`src/rtl/mem_arb_pkg.sv`:
```
// Shared types for the two-port memory arbiter: FSM state encoding and port indices.
package mem_arb_pkg;

  typedef enum logic [1:0] {
    ST_IDLE   = 2'd0,
    ST_ACCESS = 2'd1,
    ST_RESP   = 2'd2
  } state_e;

  localparam logic PORT_CPU = 1'b0;
  localparam logic PORT_AUX = 1'b1;

endpackage

```
`src/rtl/mem_arbiter_rr_pick2.sv`:
```
// Combinational two-way round-robin selector: on a tie the port that did not
// own the bus last time wins.
module rr_pick2
  import mem_arb_pkg::*;
(
  input  logic [1:0] req,
  input  logic       last,
  output logic       valid,
  output logic       sel
);

  // Winner selection from the current request vector
  always_comb begin
    valid = 1'b0;
    sel   = PORT_CPU;
    case (req)
      2'b01: begin
        valid = 1'b1;
        sel   = PORT_CPU;
      end
      2'b10: begin
        valid = 1'b1;
        sel   = PORT_AUX;
      end
      2'b11: begin
        valid = 1'b1;
        sel   = ~last;
      end
      default: begin
        valid = 1'b0;
        sel   = PORT_CPU;
      end
    endcase
  end

endmodule

```
`src/rtl/mem_arbiter.sv`:
```
// Two-port memory bus arbiter: round-robin grant, strobed access with bounded
// wait for mem_ready, one-cycle done/err pulse and per-port read data hold.
module mem_arbiter
  import mem_arb_pkg::*;
#(
  parameter int ADDR_WIDTH = 20,
  parameter int DATA_WIDTH = 16,
  parameter int TIMEOUT    = 15
) (
  input  logic                  clk,
  input  logic                  reset_n,
  input  logic                  m0_req,
  input  logic                  m0_we,
  input  logic [ADDR_WIDTH-1:0] m0_addr,
  input  logic [DATA_WIDTH-1:0] m0_wdata,
  output logic                  m0_gnt,
  output logic                  m0_done,
  output logic                  m0_err,
  output logic [DATA_WIDTH-1:0] m0_rdata,
  input  logic                  m1_req,
  input  logic                  m1_we,
  input  logic [ADDR_WIDTH-1:0] m1_addr,
  input  logic [DATA_WIDTH-1:0] m1_wdata,
  output logic                  m1_gnt,
  output logic                  m1_done,
  output logic                  m1_err,
  output logic [DATA_WIDTH-1:0] m1_rdata,
  output logic [ADDR_WIDTH-1:0] mem_addr,
  output logic [DATA_WIDTH-1:0] mem_wdata,
  input  logic [DATA_WIDTH-1:0] mem_rdata,
  output logic                  mem_read,
  output logic                  mem_write,
  input  logic                  mem_ready,
  output logic                  busy,
  output logic                  owner
);

  localparam int CW = $clog2(TIMEOUT + 1);
  localparam logic [CW-1:0] CNT_LAST = CW'(TIMEOUT - 1);
  localparam logic [CW-1:0] CNT_ONE  = CW'(1);
  localparam logic [CW-1:0] CNT_ZERO = CW'(0);

  state_e                state_q, state_d;
  logic [CW-1:0]         cnt_q, cnt_d;
  logic                  last_q, last_d;
  logic                  owner_q, owner_d;
  logic                  we_q, we_d;
  logic [ADDR_WIDTH-1:0] addr_q, addr_d;
  logic [DATA_WIDTH-1:0] wdata_q, wdata_d;
  logic [1:0]            gnt_q, gnt_d;
  logic [1:0]            done_q, done_d;
  logic [1:0]            err_q, err_d;
  logic [DATA_WIDTH-1:0] rdata0_q, rdata0_d;
  logic [DATA_WIDTH-1:0] rdata1_q, rdata1_d;
  logic                  rd_q, rd_d;
  logic                  wr_q, wr_d;
  logic                  busy_q, busy_d;

  logic                  pick_valid_s;
  logic                  pick_sel_s;
  logic                  sel_we_s;
  logic [ADDR_WIDTH-1:0] sel_addr_s;
  logic [DATA_WIDTH-1:0] sel_wdata_s;

  rr_pick2 u_pick (
    .req   ({m1_req, m0_req}),
    .last  (last_q),
    .valid (pick_valid_s),
    .sel   (pick_sel_s)
  );

  // Route the winning port's request fields toward the latch registers
  always_comb begin
    if (pick_sel_s == PORT_AUX) begin
      sel_we_s    = m1_we;
      sel_addr_s  = m1_addr;
      sel_wdata_s = m1_wdata;
    end else begin
      sel_we_s    = m0_we;
      sel_addr_s  = m0_addr;
      sel_wdata_s = m0_wdata;
    end
  end

  // Next-state and next-output computation; pulses default low every cycle
  always_comb begin
    state_d  = state_q;
    cnt_d    = cnt_q;
    last_d   = last_q;
    owner_d  = owner_q;
    we_d     = we_q;
    addr_d   = addr_q;
    wdata_d  = wdata_q;
    gnt_d    = 2'b00;
    done_d   = 2'b00;
    err_d    = 2'b00;
    rdata0_d = rdata0_q;
    rdata1_d = rdata1_q;
    rd_d     = rd_q;
    wr_d     = wr_q;
    busy_d   = busy_q;
    case (state_q)
      ST_IDLE: begin
        if (pick_valid_s) begin
          state_d           = ST_ACCESS;
          cnt_d             = CNT_ZERO;
          last_d            = pick_sel_s;
          owner_d           = pick_sel_s;
          we_d              = sel_we_s;
          addr_d            = sel_addr_s;
          wdata_d           = sel_wdata_s;
          gnt_d[pick_sel_s] = 1'b1;
          rd_d              = ~sel_we_s;
          wr_d              = sel_we_s;
          busy_d            = 1'b1;
        end else begin
          state_d = ST_IDLE;
        end
      end
      ST_ACCESS: begin
        // A ready on the final counted cycle still completes successfully
        if (mem_ready || (cnt_q == CNT_LAST)) begin
          state_d         = ST_RESP;
          rd_d            = 1'b0;
          wr_d            = 1'b0;
          done_d[owner_q] = 1'b1;
          err_d[owner_q]  = ~mem_ready;
          if (mem_ready && !we_q) begin
            if (owner_q == PORT_AUX) begin
              rdata1_d = mem_rdata;
            end else begin
              rdata0_d = mem_rdata;
            end
          end else begin
            rdata0_d = rdata0_q;
          end
        end else begin
          cnt_d = cnt_q + CNT_ONE;
        end
      end
      ST_RESP: begin
        state_d = ST_IDLE;
        busy_d  = 1'b0;
      end
      default: begin
        state_d = ST_IDLE;
        rd_d    = 1'b0;
        wr_d    = 1'b0;
        busy_d  = 1'b0;
      end
    endcase
  end

  // State and registered outputs
  always_ff @(posedge clk or negedge reset_n) begin
    if (!reset_n) begin
      state_q  <= ST_IDLE;
      cnt_q    <= CNT_ZERO;
      last_q   <= PORT_AUX;
      owner_q  <= PORT_CPU;
      we_q     <= 1'b0;
      addr_q   <= {ADDR_WIDTH{1'b0}};
      wdata_q  <= {DATA_WIDTH{1'b0}};
      gnt_q    <= 2'b00;
      done_q   <= 2'b00;
      err_q    <= 2'b00;
      rdata0_q <= {DATA_WIDTH{1'b0}};
      rdata1_q <= {DATA_WIDTH{1'b0}};
      rd_q     <= 1'b0;
      wr_q     <= 1'b0;
      busy_q   <= 1'b0;
    end else begin
      state_q  <= state_d;
      cnt_q    <= cnt_d;
      last_q   <= last_d;
      owner_q  <= owner_d;
      we_q     <= we_d;
      addr_q   <= addr_d;
      wdata_q  <= wdata_d;
      gnt_q    <= gnt_d;
      done_q   <= done_d;
      err_q    <= err_d;
      rdata0_q <= rdata0_d;
      rdata1_q <= rdata1_d;
      rd_q     <= rd_d;
      wr_q     <= wr_d;
      busy_q   <= busy_d;
    end
  end

  assign m0_gnt    = gnt_q[0];
  assign m1_gnt    = gnt_q[1];
  assign m0_done   = done_q[0];
  assign m1_done   = done_q[1];
  assign m0_err    = err_q[0];
  assign m1_err    = err_q[1];
  assign m0_rdata  = rdata0_q;
  assign m1_rdata  = rdata1_q;
  assign mem_addr  = addr_q;
  assign mem_wdata = wdata_q;
  assign mem_read  = rd_q;
  assign mem_write = wr_q;
  assign busy      = busy_q;
  assign owner     = owner_q;

endmodule

```
`config.mk`:
```
export PLATFORM = sky130hd
export DESIGN_NAME = mem_arbiter
export DESIGN_NICKNAME = d
export VERILOG_FILES = /design/src/rtl/mem_arb_pkg.sv /design/src/rtl/mem_arbiter_rr_pick2.sv /design/src/rtl/mem_arbiter.sv
export SDC_FILE = /design/constraint.sdc
export NUM_CORES = 1
export LEC_CHECK = 0
export CAP_MARGIN = 10
export CORE_ASPECT_RATIO = 1.75
export CORE_MARGIN = 5
export CORE_UTILIZATION = 45
export CTS_BUF_LIST = sky130_fd_sc_hd__clkbuf_4 sky130_fd_sc_hd__clkbuf_8 sky130_fd_sc_hd__clkbuf_16
export CTS_CLUSTER_SIZE = 30
export DETAILED_ROUTE_END_ITERATION = 10
export GPL_TIMING_DRIVEN = 0
export PLACE_DENSITY = 0.86
export SETUP_SLACK_MARGIN = 0.15
export SYNTH_ARGS = -nofsm -noshare
export SYNTH_HDL_FRONTEND = slang
export SYNTH_SLANG_ARGS = --single-unit
```
`constraint.sdc`:
```
create_clock -name clk -period 2.4 [get_ports clk]
set_input_delay 0.48 -clock clk [delete_from_list [all_inputs] [get_ports clk]]
set_output_delay 0.48 -clock clk [all_outputs]
set_load 0.005 [all_outputs]
```
==> impl_metrics.toml, run 1 <==
[cts]
cts_tree = "done"
deepest_level_of_the_cts_h_tree = 3
holdBufCountCts = 0
clk_pin_slew_worst_paths_ns = 0.06
numCtsBuffers = 9
max-clock-path-buffers = 2
clk_latency_ns = 0.33
cts.sinks = 86
post_cts_resized = 0
cts_setup_buffers = 0
clk_root_buffer_cell = "sky130_fd_sc_hd__clkbuf_16"

[logic_synthesis]
synth_seq_cells = 86
synthDistinctLibCells = 49
seq_area_frac_synth_pct = 56.59
syn-num-nets = 390
synth-edff-count = 0
synthesis.instances = 293
syn_avg_cell_area_um2 = 12.99
async_flop_share_pct = 100.0
syn-cell-area_um2 = 3805
synth_top_cell_by_area = "sky130_fd_sc_hd__dfrtp_1"
synth_flop_cell = "sky130_fd_sc_hd__dfrtp_1"
ranking_of_synthesized_cells_by_instance_count = "sky130_fd_sc_hd__dfrtp_1, sky130_fd_sc_hd__o21ai_0, sky130_fd_sc_hd__mux2i_1"
synth_top_cell_area_share_pct = 55.90
yosysWarnings = 0
synth.top_cells.by_area = "sky130_fd_sc_hd__dfrtp_1, sky130_fd_sc_hd__mux2_2, sky130_fd_sc_hd__mux2i_1, sky130_fd_sc_hd__o21ai_0, sky130_fd_sc_hd__mux2_4"
synth.most_common_cell = "sky130_fd_sc_hd__dfrtp_1"

[routing]
final_routed_drc_violation_total = 0
drt_iter0_markers = 156
vias = 3120
post_route_wl_um = 10250
avgRoutedWirePerCell_um = 17.92
first_pass_iters = 5
post_drt_via_cell_ratio = 5.455
route.antenna.remaining_nets = 0

[sta]
tns_ns = 0
timing.slew.headroom_pct = 59.66
finClkSkew_ns = 0.003757
rsz_0062_raised_after_global_routing = "false"
tightest_slew_ns = 0.6025
setup_viol_count_final = 0
final_worst_slack_ns = 0.4241
finalWorstPathRequiredPeriod_ns = 1.976
final_hold_viol_count = 0
timing.fmax_mhz = 506.1
final.period_utilization_pct = 82.33
drv_slew = 0

[die]
io-pin-count = 173
std_cell_rows = 44
die-height_um = 131.6
core_area_um2 = 8258
fp.dieArea_um2 = 10470
initial_core_util_pct = 46.08
die-width_um = 79.51

[grt]
grt_overflow_total = 0
grt_start_max_net_pins = 69
grt_antenna_before_repair = 0
track_usage_pct = 20.09
first_global_vias = 3358
grt_pass1_wl_um = 16530

[job]
drv.max_cap_violation_count = 0

[layout]
antenna_cells_inserted = 0
nFillCells = 600
area_delta_synth_final_pct = 56.89
share_of_final_layout_standard_cells_stronger_than_drive_strength_1_pct = 16.04
nNetsFinal = 573

[worst_setup_path]
critical_path.startpoint_type = "input pin"
worstReg2RegStart = "state_q[1]"
critical_path.max_fanout = 10
critical_path_required_ns = 2.61
regToRegSetupSlack_ns = 0.48
critical_path_class = "input pin to register"
timing.critical_path.from = "m1_req"
worst-endpoint-arrival_ns = 2.19
critical_path.endpoint_type = "register"

[hold_path]
worst_hold_path_type = "input pin to async pin"

[place]
gp_congestion = 0.7821
number_of_buffer_cells_added_on_primary_ports = 171
place_worst_setup_slack_ns = 0.07997
dp.final_hpwl_um = 8009

[pwr]
pwr_density_cell_nw_per_um2 = 1186
power.leakage_nw = 2.614
worst_ir_drop_vdd_uv = 612.8

[run_status]
outcome = "completed"
where the power goes:
group          switching, W  total, W  internal (W)
sequential         0.000383   0.00251       0.00213
combinational       0.00115   0.00311       0.00196
clock              0.000528   0.00145      0.000927
total               0.00206   0.00708       0.00502
worst max-delay path: stages:
cell                              delay [ns]
sky130_fd_sc_hd__clkdlybuf4s50_1        0.49
sky130_fd_sc_hd__nor2_1                 0.26
sky130_fd_sc_hd__buf_2                  0.27
sky130_fd_sc_hd__nor3_2                 0.10
sky130_fd_sc_hd__buf_2                  0.21
sky130_fd_sc_hd__a221o_1                0.37
metal layers:
metal,wire [um],part of all wire [%],up-vias,global-route usage (%)
met5,0,0,-,0
met4,319,3.1,0,9.369
met3,581,5.7,20,4.247
met2,5601,55,118,36.28
met1,3748,37,1527,21.68
li1,-,-,1455,-
layout make-up:
class | count | area (um^2) | share of cell area [%]
inverter | 5 | 18.77 | 0.3144
sequential | 86 | 2153 | 36.07
clock inverter | 4 | 72.57 | 1.216
timing repair buffer | 172 | 1737 | 29.09
buffer | 22 | 146.4 | 2.452
clock buffer | 11 | 240.2 | 4.024
multi-input combinational | 180 | 1486 | 24.90
tap | 92 | 115.1 | 1.928
metrics by stage:
step / hold slack, ns / power (W) / util [%] / cell area [um^2] / std cells
6_report: 0.03102 / 0.007082 / 72.29 / 5969 / 572
5_1_grt: 0.03719 / 0.007520 / 72.29 / 5969 / 572
4_1_cts: 0.02547 / 0.007170 / 72.29 / 5969 / 572
3_5_place_dp: 0.3825 / 0.005690 / 68.50 / 5657 / 557
3_3_place_gp: 0.4891 / 0.005563 / 68.20 / 5632 / 556
2_1_floorplan: 0.1844 / 0.003853 / - / 3805 / 293
path summary, 6_finish.rpt:
path                       cells past startpoint           end
setup / recovery                               6  mem_addr[18]
hold / removal                                 1      gnt_q[1]
setup reg to reg                               5   m0_rdata[9]
hold reg to reg                                1  m1_rdata[10]
max in group asynchronous                      2        last_q
min in group clk                               2      err_q[1]
cell usage in the layout, fill, tap and decap left out, types with 3 or more instances in the layout:
cell,count
sky130_fd_sc_hd__nand2_1,4
sky130_fd_sc_hd__clkdlybuf4s50_1,170
sky130_fd_sc_hd__mux2i_1,23
sky130_fd_sc_hd__dfrtp_1,85
sky130_fd_sc_hd__buf_6,6
sky130_fd_sc_hd__buf_2,9
sky130_fd_sc_hd__o21a_1,13
sky130_fd_sc_hd__mux2_4,10
sky130_fd_sc_hd__mux2_2,22
sky130_fd_sc_hd__o21ai_1,6
sky130_fd_sc_hd__clkbuf_16,9
sky130_fd_sc_hd__clkbuf_1,5
sky130_fd_sc_hd__a221o_1,13
sky130_fd_sc_hd__nand3_1,6
sky130_fd_sc_hd__inv_1,5
sky130_fd_sc_hd__o21ai_0,42
sky130_fd_sc_hd__nor2_1,4
sky130_fd_sc_hd__buf_4,3
kinds of logic (layout without fill, tap and decap cells):
group / Yosys count / in the layout / share of synthesized area (%)
muxes: 55 / 55 / 16.51
AOI/OAI and AO/OA: 93 / 93 / 16.24
buffers and inverters: 27 / 214 / 4.340
and+or+nand+nor: 30 / 30 / 5.656
adders and majority gates: 2 / 2 / 0.6576
DFF: 86 / 86 / 56.59
state kept, by name, indices dropped and copies added (netlist names):
| signal | count |
|---|---|
| err_q | 2 |
| state_q | 2 |
| owner | 1 |
| last_q | 1 |
| m0_rdata | 16 |
| mem_addr | 20 |
| mem_read | 1 |
| gnt_q | 2 |
| mem_wdata | 16 |
| mem_write | 1 |
| busy | 1 |
| m1_rdata | 16 |
| we_q | 1 |
| done_q | 2 |
| cnt_q | 4 |
(Power assumes the default switching activity.)
==> inputs of run 2 (changes only) <==
Settings changed: CORE_UTILIZATION 45 to 42, PLACE_DENSITY 0.86 to 0.81.
Clock period 2.4 ns to 1.9 ns, I/O delays scaled along.
==> run 2 against run 1 <==
Register-to-register slack worse by 0.25 ns. Clock power is 8% higher. Sequential share of layout area down 0.59 points. Setup slack got worse by 0.19 ns. Hold slack gained 0.30 ns. Final area rose by 1.7%. First-iteration DRC count decreased by 44%. Highest routed layer unchanged.
==> impl_metrics.toml, run 2 (synthesis gave the netlist of run 1 again) <==
[die]
fp.dieArea_um2 = 11140
die-width_um = 81.95
die-height_um = 135.9
initial_core_util_pct = 42.38
io-pin-count = 173
core_area_um2 = 8979
std_cell_rows = 46

[run_status]
outcome = "completed"

[routing]
drt_iter0_markers = 88
avgRoutedWirePerCell_um = 17.07
vias = 3142
post_route_wl_um = 10350
final_routed_drc_violation_total = 0
post_drt_via_cell_ratio = 5.185
first_pass_iters = 4
route.antenna.remaining_nets = 0

[layout]
antenna_cells_inserted = 0
mostFrequentLayoutCells = "sky130_fd_sc_hd__clkdlybuf4s50_1, sky130_fd_sc_hd__dfrtp_1, sky130_fd_sc_hd__o21ai_0"
area_delta_synth_final_pct = 59.59
number_of_flip_flops_in_the_largest_register = 20
stdcell_count = 606
nFillCells = 708
nNetsFinal = 580
share_of_final_layout_standard_cells_stronger_than_drive_strength_1_pct = 18.52
most_common_cell_after_layout_fill_and_taps_aside = "sky130_fd_sc_hd__clkdlybuf4s50_1"

[sta]
finClkSkew_ns = 0.003235
timing.fmax_mhz = 599.9
setup_viol_count_final = 0
finalWorstPathRequiredPeriod_ns = 1.667
final_hold_viol_count = 0
rsz_0062_raised_after_global_routing = "false"
final.period_utilization_pct = 87.74
timing.slew.headroom_pct = 73.50
tightest_slew_ns = 0.3966
drv_slew = 0
final_worst_slack_ns = 0.2330

[cts]
cts_tree = "done"
clk_latency_ns = 0.33
deepest_level_of_the_cts_h_tree = 3
cts.sinks = 86
clk_root_buffer_cell = "sky130_fd_sc_hd__clkbuf_16"
max-clock-path-buffers = 2
clk_pin_slew_worst_paths_ns = 0.06
numCtsBuffers = 9

[place]
place_worst_setup_slack_ns = -0.3332
dp.final_hpwl_um = 8042
placed_instance_count = 585
gp_congestion = 0.7456
number_of_buffer_cells_added_on_primary_ports = 171

[pwr]
pwr_density_cell_nw_per_um2 = 1451
worst_ir_drop_vdd_uv = 761.0
p_total_w = 0.008813
power.leakage_nw = 2.664

[worst_setup_path]
slowest_stage = "sky130_fd_sc_hd__or4b_2"
crit_chain = "inv_2 -> ha_2 -> a31o_4 -> or4b_2 -> o211ai_1"
critical_path_class = "register to register"
buffers_inverters_on_critical_path = 1
path_delay_family = "simple AND/OR/NAND/NOR gates"
critical_path.endpoint_type = "register"
critical_path.startpoint_type = "register"
critical_path_required_ns = 2.15
critPathMaxStageDelay_ns = 0.61
critical_path.max_fanout = 5
worst-endpoint-arrival_ns = 1.91

[hold_path]
worst_hold_path_type = "input pin to register"

[grt]
first_global_vias = 3281
track_usage_pct = 18.91
grt_start_max_net_pins = 69
grt_overflow_total = 0
grt_pass1_wl_um = 16100
grt_antenna_before_repair = 0

[job]
drv.max_cap_violation_count = 0
==> run 2: changes by cell type in the layout (fill, tap and decap cells not counted), sizes merged, moves of 2 or more <==
cell,previous run,this run
dlymetal6s2s,0,2
bufinv,2,0
clkdlybuf4s50,170,168
buf,19,26
==> run 2: worst paths after layout <==
path                               from           end  slack, ns  cells after the start
min reg2reg                m1_rdata[14]  m1_rdata[14]       0.50                      1
min in group asynchronous       reset_n   m1_rdata[0]       0.49                      2
max reg2reg                    cnt_q[0]      cnt_q[1]       0.23                      5
min                           mem_ready      err_q[1]       0.34                      2
max in group asynchronous       reset_n        last_q       0.77                      3
max                            cnt_q[0]      cnt_q[1]       0.23                      5
==> run 2: routing by layer <==
| layer | GRT usage [%] | part of all wire (%) |
|---|---|---|
| met3 | 4.841 | 6.9 |
| met1 | 19.99 | 35 |
| met5 | 0 | 0 |
| met4 | 7.856 | 2.4 |
| met2 | 34.43 | 55 |
==> run 2: repair_timing <==
action | CTS | global route
hold buffers | 1 | 0
buffers inserted | 1 | 5
endpoints found under the setup margin | 24 | 33
pin swaps | 1 | 1
resized for setup | 9 | 25
endpoints found under the hold margin | 18 | 0
==> run 2: area by class of cell <==
| class | instances | area (um^2) | share of cell area, % |
|---|---|---|---|
| Tap cell | 120 | 150.1 | 2.473 |
| Multi-Input combinational cell | 180 | 1520 | 25.04 |
| Inverter | 5 | 18.77 | 0.3091 |
| Clock inverter | 2 | 10.01 | 0.1648 |
| Clock buffer | 12 | 254.0 | 4.183 |
| Sequential cell | 86 | 2155 | 35.48 |
| Timing Repair Buffer | 179 | 1797 | 29.59 |
| Buffer | 22 | 167.7 | 2.761 |
==> run 2: metrics by stage <==
stage	area (um^2)	TNS (ns)	hold slack, ns	utilization, %
floorplan	3805	0	0.08441	-
global placement	5667	-217.93	0.4902	63.11
detailed placement	5692	-7.407	0.2777	63.39
CTS	6000	0	0.3262	66.82
global route	6072	0	0.3418	67.63
finish	6072	0	0.3356	67.63
==> run 2: power by group <==
| group | internal [W] | total (W) | switching (W) |
|---|---|---|---|
| clock network | 0.000930 | 0.00156 | 0.000626 |
| registers | 0.00270 | 0.00317 | 0.000479 |
| logic | 0.00257 | 0.00408 | 0.00151 |
==> inputs of run 3 (changes only) <==
Settings changed: CAP_MARGIN 10 to unset.
==> results of run 3 <==
Final layout, timing and power as in run 2 (identical DEF).
